File: config.mk
export PLATFORM = sky130hd
export DESIGN_NAME = duck_spawn_ctrl_flat
export DESIGN_NICKNAME = d
export VERILOG_FILES = /design/src/rtl/duck_pkg.sv /design/src/rtl/duck_spawn_ctrl_if.sv /design/src/rtl/spawn_field_decode.sv /design/src/rtl/duck_spawn_ctrl.sv /design/src/flat_wrapper.sv
export SDC_FILE = /design/constraint.sdc
export NUM_CORES = 1
export LEC_CHECK = 0
export CORE_ASPECT_RATIO = 0.8
export CORE_MARGIN = 10
export CORE_UTILIZATION = 44
export DETAILED_ROUTE_END_ITERATION = 10
export PLACE_DENSITY = 0.84
export SLEW_MARGIN = 10
export SYNTH_ARGS = -nofsm -noshare
export SYNTH_HDL_FRONTEND = slang
export SYNTH_SLANG_ARGS = --single-unit
File: constraint.sdc
create_clock -name clk -period 4.75 [get_ports clk]
set_clock_uncertainty 0.2 [all_clocks]
set_input_delay 0.95 -clock clk [delete_from_list [all_inputs] [get_ports clk]]
set_output_delay 0.95 -clock clk [all_outputs]
set_load 0.005 [all_outputs]
File: src/rtl/duck_pkg.sv
// Shared types and RNG word field positions for the duck spawn controller.
package duck_pkg;

  typedef enum logic [2:0] {
    S_IDLE    = 3'd0,
    S_GET_DLY = 3'd1,
    S_WAIT    = 3'd2,
    S_GET_POS = 3'd3,
    S_PRESENT = 3'd4,
    S_ACTIVE  = 3'd5
  } spawn_state_t;

  localparam int RNG_DLY_LSB = 0;
  localparam int RNG_DLY_MSB = 5;
  localparam int RNG_X_MSB   = 9;
  localparam int RNG_DIR_BIT = 10;
  localparam int RNG_SPD_LSB = 11;

endpackage

File: src/rtl/duck_spawn_ctrl_if.sv
// RNG stream and spawn record handshakes between the RNG, the controller and the sprite logic.
interface duck_spawn_ctrl_if;
  logic [31:0] rng_data;
  logic        rng_valid;
  logic        rng_ready;
  logic        spawn_valid;
  logic        spawn_ack;
  logic [9:0]  spawn_x;
  logic        spawn_dir;
  logic [1:0]  spawn_speed;

  modport master (
    input  rng_data, rng_valid, spawn_ack,
    output rng_ready, spawn_valid, spawn_x, spawn_dir, spawn_speed
  );

  modport slave (
    output rng_data, rng_valid, spawn_ack,
    input  rng_ready, spawn_valid, spawn_x, spawn_dir, spawn_speed
  );
endinterface

File: src/rtl/spawn_field_decode.sv
// Combinational map of one RNG word to spawn x (single fold into range), direction and speed.
module spawn_field_decode
  import duck_pkg::*;
#(
  parameter int SCREEN_W = 640,
  parameter int DUCK_W   = 32
) (
  input  logic [31:0] word,
  output logic [9:0]  x,
  output logic        dir,
  output logic [1:0]  speed
);

  localparam logic [9:0] X_LIM = 10'(SCREEN_W - DUCK_W);

  logic [9:0] r;
  logic [1:0] spd_raw;
  logic       unused_word_hi;

  assign r              = word[RNG_X_MSB:0];
  assign spd_raw        = word[RNG_SPD_LSB +: 2];
  assign unused_word_hi = ^word[31:RNG_SPD_LSB+2];

  // 10-bit r never exceeds 2*X_LIM, so one subtract always lands in range
  assign x     = (r < X_LIM) ? r : r - X_LIM;
  assign dir   = word[RNG_DIR_BIT];
  assign speed = (spd_raw == 2'd0) ? 2'd1 : spd_raw;

endmodule

File: src/rtl/duck_spawn_ctrl.sv
// Duck spawn controller: random frame delay, then a random spawn record per duck.
// Optional DUCK_SPAWN_STATS_EN adds a saturating count of acknowledged spawns.
//
// state     | meaning
// IDLE      | game stopped, nothing requested
// GET_DLY   | pulling the RNG word for the inter-spawn delay
// WAIT      | counting frame ticks down to zero
// GET_POS   | pulling the RNG word for x/dir/speed
// PRESENT   | spawn record offered, waiting for ack
// ACTIVE    | duck on screen, waiting for duck_done
module duck_spawn_ctrl
  import duck_pkg::*;
#(
  parameter int SCREEN_W  = 640,
  parameter int DUCK_W    = 32,
  parameter int MIN_DELAY = 30
) (
  input  logic clk,
  input  logic rst_n,
  input  logic game_en,
  input  logic frame_tick,
  input  logic duck_done,
`ifdef DUCK_SPAWN_STATS_EN
  output logic [15:0] spawn_count,
`endif
  duck_spawn_ctrl_if.master bus
);

  spawn_state_t state, state_nxt;
  logic [6:0]   delay_cnt;
  logic         take;
  logic [9:0]   dec_x;
  logic         dec_dir;
  logic [1:0]   dec_speed;
  logic         unused_rng_hi;

  assign unused_rng_hi = ^bus.rng_data[31:RNG_DLY_MSB+1];

  spawn_field_decode #(.SCREEN_W(SCREEN_W), .DUCK_W(DUCK_W)) u_decode (
    .word  (bus.rng_data),
    .x     (dec_x),
    .dir   (dec_dir),
    .speed (dec_speed)
  );

  always_ff @(posedge clk) begin
    if (!rst_n) state <= S_IDLE;
    else        state <= state_nxt;
  end

  always_comb begin
    state_nxt = state;
    if (!game_en) begin
      state_nxt = S_IDLE;
    end else begin
      case (state)
        S_IDLE:    state_nxt = S_GET_DLY;
        S_GET_DLY: if (bus.rng_valid)     state_nxt = S_WAIT;
        S_WAIT:    if (delay_cnt == 7'd0) state_nxt = S_GET_POS;
        S_GET_POS: if (bus.rng_valid)     state_nxt = S_PRESENT;
        S_PRESENT: if (bus.spawn_ack)     state_nxt = S_ACTIVE;
        S_ACTIVE:  if (duck_done)         state_nxt = S_GET_DLY;
        default:   state_nxt = S_IDLE;
      endcase
    end
  end

  always_comb begin
    bus.rng_ready   = (state == S_GET_DLY) || (state == S_GET_POS);
    bus.spawn_valid = (state == S_PRESENT);
    take            = bus.rng_ready && bus.rng_valid && game_en;
  end

  // Ticks on the loading cycle are dropped because the load takes priority
  always_ff @(posedge clk) begin
    if (!rst_n) begin
      delay_cnt       <= '0;
      bus.spawn_x     <= '0;
      bus.spawn_dir   <= 1'b0;
      bus.spawn_speed <= '0;
    end else begin
      if (!game_en)
        delay_cnt <= '0;
      else if (take && state == S_GET_DLY)
        delay_cnt <= 7'(MIN_DELAY) + {1'b0, bus.rng_data[RNG_DLY_MSB:RNG_DLY_LSB]};
      else if (state == S_WAIT && frame_tick && delay_cnt != 7'd0)
        delay_cnt <= delay_cnt - 7'd1;

      if (take && state == S_GET_POS) begin
        bus.spawn_x     <= dec_x;
        bus.spawn_dir   <= dec_dir;
        bus.spawn_speed <= dec_speed;
      end
    end
  end

`ifdef DUCK_SPAWN_STATS_EN
  always_ff @(posedge clk) begin
    if (!rst_n)
      spawn_count <= '0;
    else if (bus.spawn_valid && bus.spawn_ack && spawn_count != 16'hFFFF)
      spawn_count <= spawn_count + 16'd1;
  end
`endif

endmodule

File: src/flat_wrapper.sv
// flat-port wrapper written by rule: the top's interface ports become plain ports
module duck_spawn_ctrl_flat import duck_pkg::*;
#(
  parameter int SCREEN_W  = 640,
  parameter int DUCK_W    = 32,
  parameter int MIN_DELAY = 30
)
  (clk, rst_n, game_en, frame_tick, duck_done, bus_rng_data, bus_rng_valid, bus_spawn_ack, bus_rng_ready, bus_spawn_valid, bus_spawn_x, bus_spawn_dir, bus_spawn_speed);
  duck_spawn_ctrl_if bus_i ();
  input  logic clk;
  input  logic rst_n;
  input  logic game_en;
  input  logic frame_tick;
  input  logic duck_done;
  input wire logic [$bits(bus_i.rng_data)-1:0] bus_rng_data;
  input wire logic [$bits(bus_i.rng_valid)-1:0] bus_rng_valid;
  input wire logic [$bits(bus_i.spawn_ack)-1:0] bus_spawn_ack;
  output wire logic [$bits(bus_i.rng_ready)-1:0] bus_rng_ready;
  output wire logic [$bits(bus_i.spawn_valid)-1:0] bus_spawn_valid;
  output wire logic [$bits(bus_i.spawn_x)-1:0] bus_spawn_x;
  output wire logic [$bits(bus_i.spawn_dir)-1:0] bus_spawn_dir;
  output wire logic [$bits(bus_i.spawn_speed)-1:0] bus_spawn_speed;
  assign bus_i.rng_data = bus_rng_data;
  assign bus_i.rng_valid = bus_rng_valid;
  assign bus_i.spawn_ack = bus_spawn_ack;
  assign bus_rng_ready = bus_i.rng_ready;
  assign bus_spawn_valid = bus_i.spawn_valid;
  assign bus_spawn_x = bus_i.spawn_x;
  assign bus_spawn_dir = bus_i.spawn_dir;
  assign bus_spawn_speed = bus_i.spawn_speed;
  duck_spawn_ctrl #(.SCREEN_W(SCREEN_W), .DUCK_W(DUCK_W), .MIN_DELAY(MIN_DELAY)) u_core (.clk(clk), .rst_n(rst_n), .game_en(game_en), .frame_tick(frame_tick), .duck_done(duck_done), .bus(bus_i));
endmodule
---- After elaboration in Yosys (flattened, before gate mapping) ----
Index checks and enable logic that the tools add are counted.
storage, ports and cells
  bits of input ports ..................... 39
  output and inout bits ................... 15
  memories kept ........................... 0
  latch bits .............................. 0
  RAM bits ................................ 0
  memory bits (read-only) ................. 0
  flip-flop bits (word level) ............. 23
  logic and storage cells ................. 43
cells by class
  $mul .................................... 0
  equality and inequality tests ........... 10
  $lt $le $gt $ge ......................... 1
  bitwise operators ....................... 0
  $add $sub $neg .......................... 3
  div/mod/pow operators ................... 0
  reduce and logical (&&, ||, !) cells .... 14
  shift operators ......................... 0
  mux-type cells .......................... 10
operators by type and width
  kind                      number
  $pmux W3 S6               1
  $mux W3                   5
  $mux W7                   2
  $lt A10 B10 Y1 const B    1
  $mux W10                  1
  $sub A10 B10 Y10 const B  1
  $ne A2 B2 Y1 const B      4
  $add A5 B6 Y7 const A     1
  $logic_not A7 Y1          1
  $reduce_bool A7 Y1        1
  $sub A7 B1 Y7 const B     1
  $eq A3 B2 Y1 const B      2
  $eq A3 B3 Y1 const B      2
  $logic_and A1 B1 Y1       6
  $reduce_and A5 Y1         1
  $eq A3 B1 Y1 const B      1
  $logic_not A3 Y1          1
  $logic_not A2 Y1          1
  $mux W2                   1
  $ne A2 B1 Y1 const B      1
  $reduce_and A2 Y1         1
  $reduce_bool A2 Y1        1
  $logic_or A1 B1 Y1        1

---- Longest topological paths before layout ----
Gate-level depths: netlist of run 1.
  depth in word-level cells ............... 6
  mapped depth ............................ 7
  mapped depth without buffers ............ 6

---- Modules after synthesis ----
A second synthesis of run 1 with hierarchy kept.
unflattened totals
  cell total of the unflattened synthesis .. 147
  area total of the unflattened synthesis .. 1330.0 um^2
modules (own cells, without submodules)
  module              cells an instance  times used  area an instance (um^2)
  duck_spawn_ctrl     123                1           1166.1
  spawn_field_decode  24                 1           163.9

---- Worst setup path before layout of run 1 ----
OpenSTA, ideal clock, no wires.
  path kind ............................... in2reg
  start ................................... input game_en
  end ..................................... register u_core.bus.spawn_x[9]
  stages .................................. 5
  path slack .............................. 2618 ps
  arrival ................................. 1866 ps
  cells stage by stage .................... nand4b_4 or2_1 buf_6 a2111o_1 a21boi_2
between the ends
  word-level cells in the longest chain between the ends .. 2
ends and longest elaborated chain
  what                    RTL line                  text
  start: declaration      flat_wrapper.sv:12        input logic game_en;
  $logic_and A1 B1 Y1     duck_spawn_ctrl.sv:71     take = bus.rng_ready && bus.rng_valid && game_en;
  $logic_and A1 B1 Y1     duck_spawn_ctrl.sv:89     if (take && state == S_GET_POS) begin
  end signal: assignment  duck_spawn_ctrl.sv:78     bus.spawn_x <= '0;
  end signal: assignment  duck_spawn_ctrl.sv:90     bus.spawn_x <= dec_x;
  end: declaration        duck_spawn_ctrl_if.sv:14  output rng_ready, spawn_valid, spawn_x, spawn_dir, spawn_speed
Every way passes these cells.
A chain may end at the register's enable or synchronous reset.

---- Worst setup path after layout of run 1 ----
  start ................................... register u_core.state[2]
  end ..................................... output bus_spawn_valid
between the ends
  word-level cells in the longest chain between the ends .. 1
ends and longest elaborated chain
  what                      RTL line               text
  start: declaration        duck_spawn_ctrl.sv:29  spawn_state_t state, state_nxt;
  start signal: assignment  duck_spawn_ctrl.sv:48  else state <= state_nxt;
  $eq A3 B3 Y1              duck_spawn_ctrl.sv:70  bus.spawn_valid = (state == S_PRESENT);
  end: declaration          flat_wrapper.sv:19     output wire logic [$bits(bus_i.spawn_valid)-1:0] bus_spawn_valid;
Every way passes these cells.

==> flow_summary.yaml, run 1 <==
placed_design:
  portBuffers: 34
  hpwl_um: 2410
  gp_congestion: 0.855
  placed_area_um2: 1560
  place_ws_ns: 1.75
critical_path:
  slowest_stage: "dfxtp_1"
  ff2ff_setup_slack_ns: 2.70
  crit_path_end: "bus_spawn_valid"
  worstSetupEndpointType: "output port"
  r2r-start: "u_core.state[0]"
  critical_path_class: "flop to output port"
  slowest_delay_ns: 0.51
  cp_max_fo: 8
  cp.arrival_ns: 1.58
  path_cells: "nand2b_1, nor2_1, clkdlybuf4s50_1"
  startpoint: "u_core.state[2]"
  r2r_cells: 4
  cp.required_ns: 3.60
  timing.rr.end: "u_core.bus.spawn_x[8]"
  worstSetupStartpointType: "flop"
floorplan:
  die_h_um: 66.9
  die_w_um: 78.7
  rows: 16
  io_pins: 54
  start_util_pct: 47.6
  core_um2: 2540
  dieArea_um2: 5260
yosys:
  yosys.area.top_type_share_pct: 38.0
  ys_warn_count: 0
  synth_common_cells: "23 x dfxtp_1, 19 x nand2_1, 10 x nor2_1, 9 x a21oi_1, 8 x a21boi_0"
  yosysMostFrequentCell: "dfxtp_1"
  synth_cells: 141
  yosysTopAreaCell: "dfxtp_1"
  syn_nets: 183
  synth_edf_count: 0
  async_flop_share_pct: 0
  synth_cell_types: 42
  synth_flop_cell: "dfxtp_1"
  syn_area_um2: 1210
  yosysSeqAreaShare_pct: 38.0
  synth-seq-cells: 23
  synth_top_cells_by_area: "dfxtp_1 38%, nand2_1 5.9%, a21boi_0 5.0%"
  syn_area_per_cell_um2: 8.59
layout:
  syn_to_final_growth_pct: 31.6
  seq_area_um2: 460
  n_antenna_cell: 0
  design_area_um2: 1590
  fillCellCount: 238
  multi_input_area_um2: 696
  layout-drive-gt1-share_pct: 5.20
  final_net_count: 216
clock_network:
  ctsHoldBuffers: 0
  clk_root_buffer_cell: "clkbuf_4"
  numCtsBuffers: 3
  cts_tree: "built"
  htree_levels: 1
  clockBufferDepth: 2
  clkSlewWorstSetupHoldPaths_ns: 0.13
  insertion_delay_ns: 0.32
  post_cts_buffers: 0
  post_cts_resized: 0
  clkSinkCount: 23
power:
  leakagePower_nw: 0.570
  irDropWorstVdd_uv: 167
  power.density_nw_per_um2: 211
routing:
  drc_errors: 0
  drt_wl_total_um: 3090
  dr.pass1.iters: 4
  drt_iter0_drc: 97
  via_per_inst: 5.39
  dr_total_vias: 1126
  routedWlPerCell_um: 14.8
  ant_nets: 0
global_routing:
  grt_antenna_before_repair: 0
  grtUsageTotal_pct: 11.7
  grt_max_degree: 17
  overflow: 0
  grt_pass1_vias: 1137
  grt_pass1_wl_um: 5070
worst_hold_path:
  hold_path_class: "flop to flop"
  hold_path_depth: 2
outcome:
  status: "completed"
timing:
  final.setup.tns_ns: 0
  tightestPinTransition_ns: 0.902
  holdWs_ns: 0.273
  rsz0062_at_grt: "no"
  max_freq_mhz: 366
  final-setup-viol-count: 0
  slew_viol_final: 0
  fin_ws_ns: 2.02
  min_period_ns: 2.73
  hold_viol_final: 0
  min_period_over_period_pct: 57.5
  slew_headroom_pct: 39.6
flow_run:
  maxCapViolCount: 0
-- state kept, by name (all words and copies together), names as in the netlist --
register and flops:
u_core.bus.spawn_x 10, u_core.bus.spawn_speed 2, u_core.bus.spawn_dir 1, u_core.state 3
u_core.delay_cnt 7
-- placed cells by master (no fill, tap or decap), types with 2 or more instances in the layout --
master | netlist | routed
nor2_1 | 10 | 10
o21ai_0 | 5 | 5
clkdlybuf4s50_1 | 0 | 34
nand3_1 | 2 | 2
nand2b_1 | 3 | 3
o211ai_1 | 5 | 5
or3_1 | 2 | 2
nand4_1 | 2 | 2
clkbuf_4 | 0 | 3
inv_1 | 6 | 6
nand2_1 | 19 | 19
nor2b_1 | 2 | 2
a21boi_0 | 8 | 8
o31ai_1 | 2 | 2
a21oi_1 | 9 | 9
a211oi_1 | 3 | 3
xnor2_1 | 3 | 3
nor3_1 | 3 | 3
ha_1 | 3 | 3
dfxtp_1 | 23 | 23
xor2_1 | 5 | 5
-- area by class of cell --
type	instances	area share [%]
multi-input combinational	106	43.6
clock inverter	1	0.471
tap	36	2.83
clock buffer	3	1.41
timing repair buffer	34	21.4
sequential	23	28.9
inverter	6	1.41
-- critical path: cells and delay by family, from the launching register on --
kind	cells	cell delay (ns)
buffers and inverters	1	0.51
DFF	1	0.51
and+or+nand+nor	2	0.24
-- report_power, final --
| group | total, W | internal (W) | switching, W |
|---|---|---|---|
| logic | 0.0000441 | 0.0000248 | 0.0000193 |
| registers | 0.000197 | 0.000195 | 0.00000243 |
| clock network | 0.0000947 | 0.0000322 | 0.0000626 |
-- metal layers --
layer	part of all wire (%)	vias up	GRT usage [%]
met2	48	38	19.7
met5	0	-	0
li1	-	570	-
met1	41	512	12.4
met4	0.74	0	2.68
met3	10	6	6.97
-- how the worst min path moves through the flow --
stage	startpoint	to
global route	u_core.bus.spawn_x[0]	u_core.bus.spawn_x[0]
global placement	u_core.bus.spawn_x[9]	u_core.bus.spawn_x[9]
detailed placement	u_core.bus.spawn_x[1]	u_core.bus.spawn_x[1]
floorplan	u_core.delay_cnt[6]	u_core.delay_cnt[6]
CTS	u_core.bus.spawn_x[1]	u_core.bus.spawn_x[1]
finish	u_core.bus.spawn_x[1]	u_core.bus.spawn_x[1]
-- logic make-up after synthesis --
family,share of synthesized area (%)
flip-flops,38.0
adder cells (fa/ha/maj),3.10
buffers and inverters,4.55
multiplexers,0.826
AO/OA/AOI/OAI,24.2
AND/OR/NAND/NOR,23.6
XOR/XNOR,5.79
-- stage by stage --
step,util [%],cells,total power [W]
finish,62.7,209,0.000336
global route,62.7,209,0.000352
CTS,62.7,209,0.000338
detailed placement,61.5,205,0.000245
global placement,61.5,205,0.000243
floorplan,-,141,0.000220
(Power assumes the default switching activity.)
==> run 2, diff against run 1 <==
--- a/config.mk
+++ b/config.mk
@@ -7,9 +7,9 @@
 export LEC_CHECK = 0
 export CORE_ASPECT_RATIO = 0.8
 export CORE_MARGIN = 10
-export CORE_UTILIZATION = 44
+export CORE_UTILIZATION = 37
 export DETAILED_ROUTE_END_ITERATION = 10
-export PLACE_DENSITY = 0.84
+export PLACE_DENSITY = 0.75
 export SLEW_MARGIN = 10
 export SYNTH_ARGS = -nofsm -noshare
 export SYNTH_HDL_FRONTEND = slang
==> constraint.sdc (replaced) <==
create_clock -name clk -period 2.4 [get_ports clk]
set_clock_uncertainty 0.2 [all_clocks]
set_input_delay 0.48 -clock clk [delete_from_list [all_inputs] [get_ports clk]]
set_output_delay 0.48 -clock clk [all_outputs]
set_load 0.005 [all_outputs]
==> run 2 against run 1 <==
Effect of this change: register-to-register slack worse by 2.3 ns; largest power group unchanged; combinational power up 100%; via count down 2.3%; final cell count up 3.8%; die area up 14%; wire length down 2.4%; flip-flop and latch count unchanged; total power up 110%; critical path type unchanged; design area up 3.2%; worst hold slack worse by 0.0068 ns.
==> flow_summary.yaml, run 2 (synthesized netlist as in run 1, its figures left out) <==
critical_path:
  worstSetupEndpointType: "output port"
  ff2ff_setup_slack_ns: 0.38
  cp.required_ns: 1.72
  timing.rr.end: "u_core.delay_cnt[3]"
  worstSetupStartpointType: "flop"
  r2r_cells: 6
  r2r-start: "u_core.delay_cnt[0]"
  crit_path_end: "bus_spawn_valid"
  cp_max_fo: 8
  startpoint: "u_core.state[2]"
  critical_path_class: "flop to output port"
  cp.arrival_ns: 1.49
worst_hold_path:
  hold_path_class: "flop to flop"
global_routing:
  grt_pass1_vias: 1161
  grt_pass1_wl_um: 5280
  grt_max_degree: 17
  grt_antenna_before_repair: 0
  overflow: 0
  grtUsageTotal_pct: 10.2
timing:
  holdWs_ns: 0.266
  max_freq_mhz: 460
  tightestPinTransition_ns: 0.456
  slew_headroom_pct: 69.4
  min_period_over_period_pct: 90.6
  final.setup.tns_ns: 0
  final-setup-viol-count: 0
  hold_viol_final: 0
  slew_viol_final: 0
  min_period_ns: 2.17
  rsz0062_at_grt: "no"
clock_network:
  clockBufferDepth: 2
  clkSlewWorstSetupHoldPaths_ns: 0.08
  insertion_delay_ns: 0.26
  clkSinkCount: 23
  cts_tree: "built"
  clk_root_buffer_cell: "clkbuf_8"
  post_cts_buffers: 0
  ctsHoldBuffers: 0
  post_cts_resized: 0
  numCtsBuffers: 3
  htree_levels: 1
layout:
  fillCellCount: 304
  n_antenna_cell: 0
  layout-drive-gt1-share_pct: 7.34
  syn_to_final_growth_pct: 35.8
  design_area_um2: 1650
  final_net_count: 220
  final_core_utilization_pct: 52.9
  layout_common_cells: "34 x clkdlybuf4s50_1, 23 x dfxtp_1, 19 x nand2_1"
  final_common_cell: "clkdlybuf4s50_1"
  regMostFlops: "u_core.bus.spawn_x"
  final_cells: 217
  largest_reg_flops: 10
  reg_top3: "u_core.bus.spawn_x: 10 flops, u_core.delay_cnt: 7 flops, u_core.state: 3 flops"
power:
  irDropWorstVdd_uv: 302
  leakagePower_nw: 0.601
  seqPwrFrac_pct: 54.5
  pwr-share-comb_pct: 12.5
  switchingPower_w: 0.000162
  p_int_w: 0.000551
  power_frac_clock_pct: 33.0
  netSwitchingFraction_pct: 22.8
  power.density_nw_per_um2: 434
routing:
  dr_total_vias: 1100
  dr.pass1.iters: 4
  via_per_inst: 5.07
  routedWlPerCell_um: 13.9
  ant_nets: 0
  drc_errors: 0
  drt_iter0_drc: 35
  drt_wl_total_um: 3020
flow_run:
  maxCapViolCount: 0
placed_design:
  placed_area_um2: 1600
  gp_congestion: 0.810
  placedCellCount: 213
  hpwl_um: 2410
  portBuffers: 34
floorplan:
  io_pins: 54
  dieArea_um2: 5980
  rows: 18
  start_util_pct: 39.0
  die_h_um: 71.2
  core_um2: 3110
  die_w_um: 84.0
outcome:
  status: "completed"
run 2: cell count changes in the layout (fill, tap and decap cells not counted):
cell        change
clkinv_2        +1
clkinvlp_4      -1
clkbuf_4        -3
buf_4           +4
clkbuf_8        +3
run 2: cell type report:
cell class | count | area, um^2 | area share, %
Sequential cell | 23 | 460 | 28.0
Inverter | 6 | 22.5 | 1.37
Clock buffer | 3 | 41.3 | 2.51
Multi-Input combinational cell | 106 | 696 | 42.3
Timing Repair Buffer | 38 | 370 | 22.5
Clock inverter | 1 | 5.00 | 0.304
Tap cell | 40 | 50.0 | 3.04
run 2: power by group through the flow:
stage | logic, W | clock network (W) | registers (W)
2_1_floorplan | 0.0000377 | 0 | 0.000397
3_3_place_gp | 0.0000862 | 0 | 0.000398
3_5_place_dp | 0.0000885 | 0 | 0.000398
4_1_cts | 0.0000891 | 0.000242 | 0.000389
5_1_grt | 0.0000977 | 0.000265 | 0.000390
6_report | 0.0000891 | 0.000235 | 0.000389
run 2: worst min path at each step:
stage,start,endpoint,slack (ns),depth (start not counted)
2_1_floorplan,u_core.delay_cnt[6],u_core.delay_cnt[6],0.24,2
3_3_place_gp,u_core.bus.spawn_speed[1],u_core.bus.spawn_speed[1],0.25,2
3_5_place_dp,u_core.bus.spawn_x[9],u_core.bus.spawn_x[9],0.26,2
4_1_cts,u_core.bus.spawn_x[4],u_core.bus.spawn_x[4],0.27,2
5_1_grt,u_core.bus.spawn_x[0],u_core.bus.spawn_x[0],0.30,2
6_report,u_core.bus.spawn_x[4],u_core.bus.spawn_x[4],0.27,2
run 2: critical path, cell delays in order (launching register included):
cell,delay (ns)
dfxtp_1,0.50
nand2b_1,0.13
nor2_1,0.10
clkdlybuf4s50_1,0.51
run 2: metrics by stage:
stage / worst slack [ns] / total power [W]
2_1_floorplan: 0.547 / 0.000435
3_3_place_gp: 0.248 / 0.000484
3_5_place_dp: 0.196 / 0.000487
4_1_cts: 0.212 / 0.000720
5_1_grt: 0.105 / 0.000753
6_report: 0.226 / 0.000714
run 2: routing by layer:
metal	track usage (%)	wire length (um)	vias up
met5	0	0	-
met4	2.97	12	0
met3	4.12	209	2
met2	16.9	1420	21
met1	11.8	1380	502
li1	-	-	575
==> run 3, diff against run 2 <==
==> constraint.sdc (replaced) <==
create_clock -name clk -period 2.4 [get_ports clk]
set_clock_uncertainty 0.2 [all_clocks]
set_input_delay 0.48 -clock clk [delete_from_list [all_inputs] [get_ports clk]]
set_output_delay 0.48 -clock clk [all_outputs]
set_load 0.05 [all_outputs]
==> run 3 against run 2 <==
Effect of this change: non-clock buffer count unchanged; first-iteration DRC count increased by 49%; utilization decreased by 0.16 points; critical path depth decreased by 2; flip-flop and latch count unchanged; clock power increased by 3%; critical path type unchanged; largest power group unchanged.
==> flow_summary.yaml, run 3 (synthesized netlist as in run 1, its figures left out) <==
layout:
  layout-drive-gt1-share_pct: 8.47
  layout_common_cells: "32 x clkdlybuf4s50_1, 23 x dfxtp_1, 19 x nand2_1"
  regMostFlops: "u_core.bus.spawn_x"
  final_cells: 217
  largest_reg_flops: 10
  syn_to_final_growth_pct: 35.4
  n_antenna_cell: 0
  final_core_utilization_pct: 52.8
  final_common_cell: "clkdlybuf4s50_1"
  reg_top3: "u_core.bus.spawn_x: 10 flops, u_core.delay_cnt: 7 flops, u_core.state: 3 flops"
  final_net_count: 220
  design_area_um2: 1640
flow_run:
  maxCapViolCount: 0
clock_network:
  clockBufferDepth: 2
  post_cts_resized: 0
  post_cts_buffers: 0
  ctsHoldBuffers: 0
  htree_levels: 1
  clk_root_buffer_cell: "clkbuf_8"
  numCtsBuffers: 3
  cts_tree: "built"
  clkSlewWorstSetupHoldPaths_ns: 0.08
  insertion_delay_ns: 0.26
  clkSinkCount: 23
routing:
  drc_errors: 0
  dr_total_vias: 1116
  drt-met1-wl_um: 1320
  routedWlPerCell_um: 13.7
  via_per_inst: 5.14
  highest_layer: "met4"
  drt_iter0_drc: 52
  met3_wirelength_um: 227
  drt_wl_total_um: 2970
  dr.pass1.iters: 4
  ant_nets: 0
  dr_wl_met2_um: 1390
critical_path:
  worstSetupStartpointType: "flop"
  slowest_delay_ns: 0.82
  cp_max_fo: 2
  worstSetupEndpointType: "output port"
  cp.required_ns: 1.72
  ff2ff_setup_slack_ns: 0.44
  critical_path_class: "flop to output port"
  r2r_cells: 6
  timing.rr.end: "u_core.delay_cnt[0]"
  path_cells: "clkdlybuf4s50_1"
  r2r-start: "u_core.delay_cnt[0]"
  cp.arrival_ns: 1.45
  crit_family: "buffers and inverters"
  crit_buf_inv: 1
  slowest_stage: "clkdlybuf4s50_1"
timing:
  min_period_over_period_pct: 88.7
  rsz0062_at_grt: "no"
  slew_viol_final: 0
  final.setup.tns_ns: 0
  slew_headroom_pct: 65.8
  tightestPinTransition_ns: 0.512
  hold_viol_final: 0
  min_period_ns: 2.13
  final-setup-viol-count: 0
  fin_ws_ns: 0.271
  max_freq_mhz: 470
worst_hold_path:
  min_from: "u_core.bus.spawn_x[4]"
  min_to: "u_core.bus.spawn_x[4]"
  hold_path_class: "flop to flop"
  hold_path_depth: 2
power:
  leakagePower_nw: 0.604
  irDropWorstVdd_uv: 246
  power.density_nw_per_um2: 441
global_routing:
  overflow: 0
  grt_pass1_wl_um: 5190
  grtUsageTotal_pct: 9.99
  grt_antenna_before_repair: 0
  grt_max_degree: 17
  grt_pass1_vias: 1164
placed_design:
  placedCellCount: 213
  hpwl_um: 2410
  place_ws_ns: 0.175
  portBuffers: 34
  gp_congestion: 0.805
  placed_area_um2: 1590
floorplan:
  rows: 18
  io_pins: 54
  start_util_pct: 39.0
  die_w_um: 84.0
  dieArea_um2: 5980
  core_um2: 3110
  die_h_um: 71.2
outcome:
  status: "completed"
run 3: cell count changes in the layout (fill, tap and decap cells not counted), sizes merged:
cell	before	now
buf	4	6
clkdlybuf4s50	34	32
run 3: per-layer routing:
layer | up-vias | global-route usage [%]
li1 | 577 | -
met1 | 510 | 11.2
met2 | 25 | 16.9
met3 | 4 | 4.35
met4 | 0 | 2.97
met5 | - | 0
run 3: worst register-to-register path, cell delays in order, from the launching register on:
cell and delay [ns]:
dfxtp_1 0.34, inv_1 0.07, ha_1 0.22, or3b_1 0.47, o21a_1 0.23, xnor2_1 0.13
a211oi_1 0.22
run 3: worst max path at each step:
stage,endpoint,cells after the start,startpoint
3_3_place_gp,u_core.delay_cnt[5],7,bus_rng_data[1]
3_5_place_dp,u_core.bus.spawn_x[6],5,bus_rng_data[6]
6_report,bus_spawn_x[8],1,u_core.bus.spawn_x[8]
2_1_floorplan,u_core.delay_cnt[0],7,u_core.delay_cnt[0]
4_1_cts,bus_spawn_x[8],1,u_core.bus.spawn_x[8]
5_1_grt,bus_spawn_x[8],1,u_core.bus.spawn_x[8]
run 3: final cells by class:
type                            instances  area [um^2]
Timing Repair Buffer                   38          365
Multi-Input combinational cell        106          696
Clock inverter                          1         5.00
Inverter                                6         22.5
Tap cell                               40         50.0
Sequential cell                        23          460
Fill cell                             317         1470
Clock buffer                            3         41.3
run 3: per-stage QoR:
step / hold WS, ns / power, W
CTS: 0.274 / 0.000729
finish: 0.268 / 0.000723
floorplan: 0.245 / 0.000439
global placement: 0.251 / 0.000488
global route: 0.292 / 0.000750
detailed placement: 0.258 / 0.000491
run 3: power breakdown:
part           total (W)  leakage, nW  internal, W  switching, W
registers       0.000389        0.186     0.000384    0.00000457
clock network   0.000241       0.0255     0.000116      0.000125
logic          0.0000931        0.393    0.0000508     0.0000422
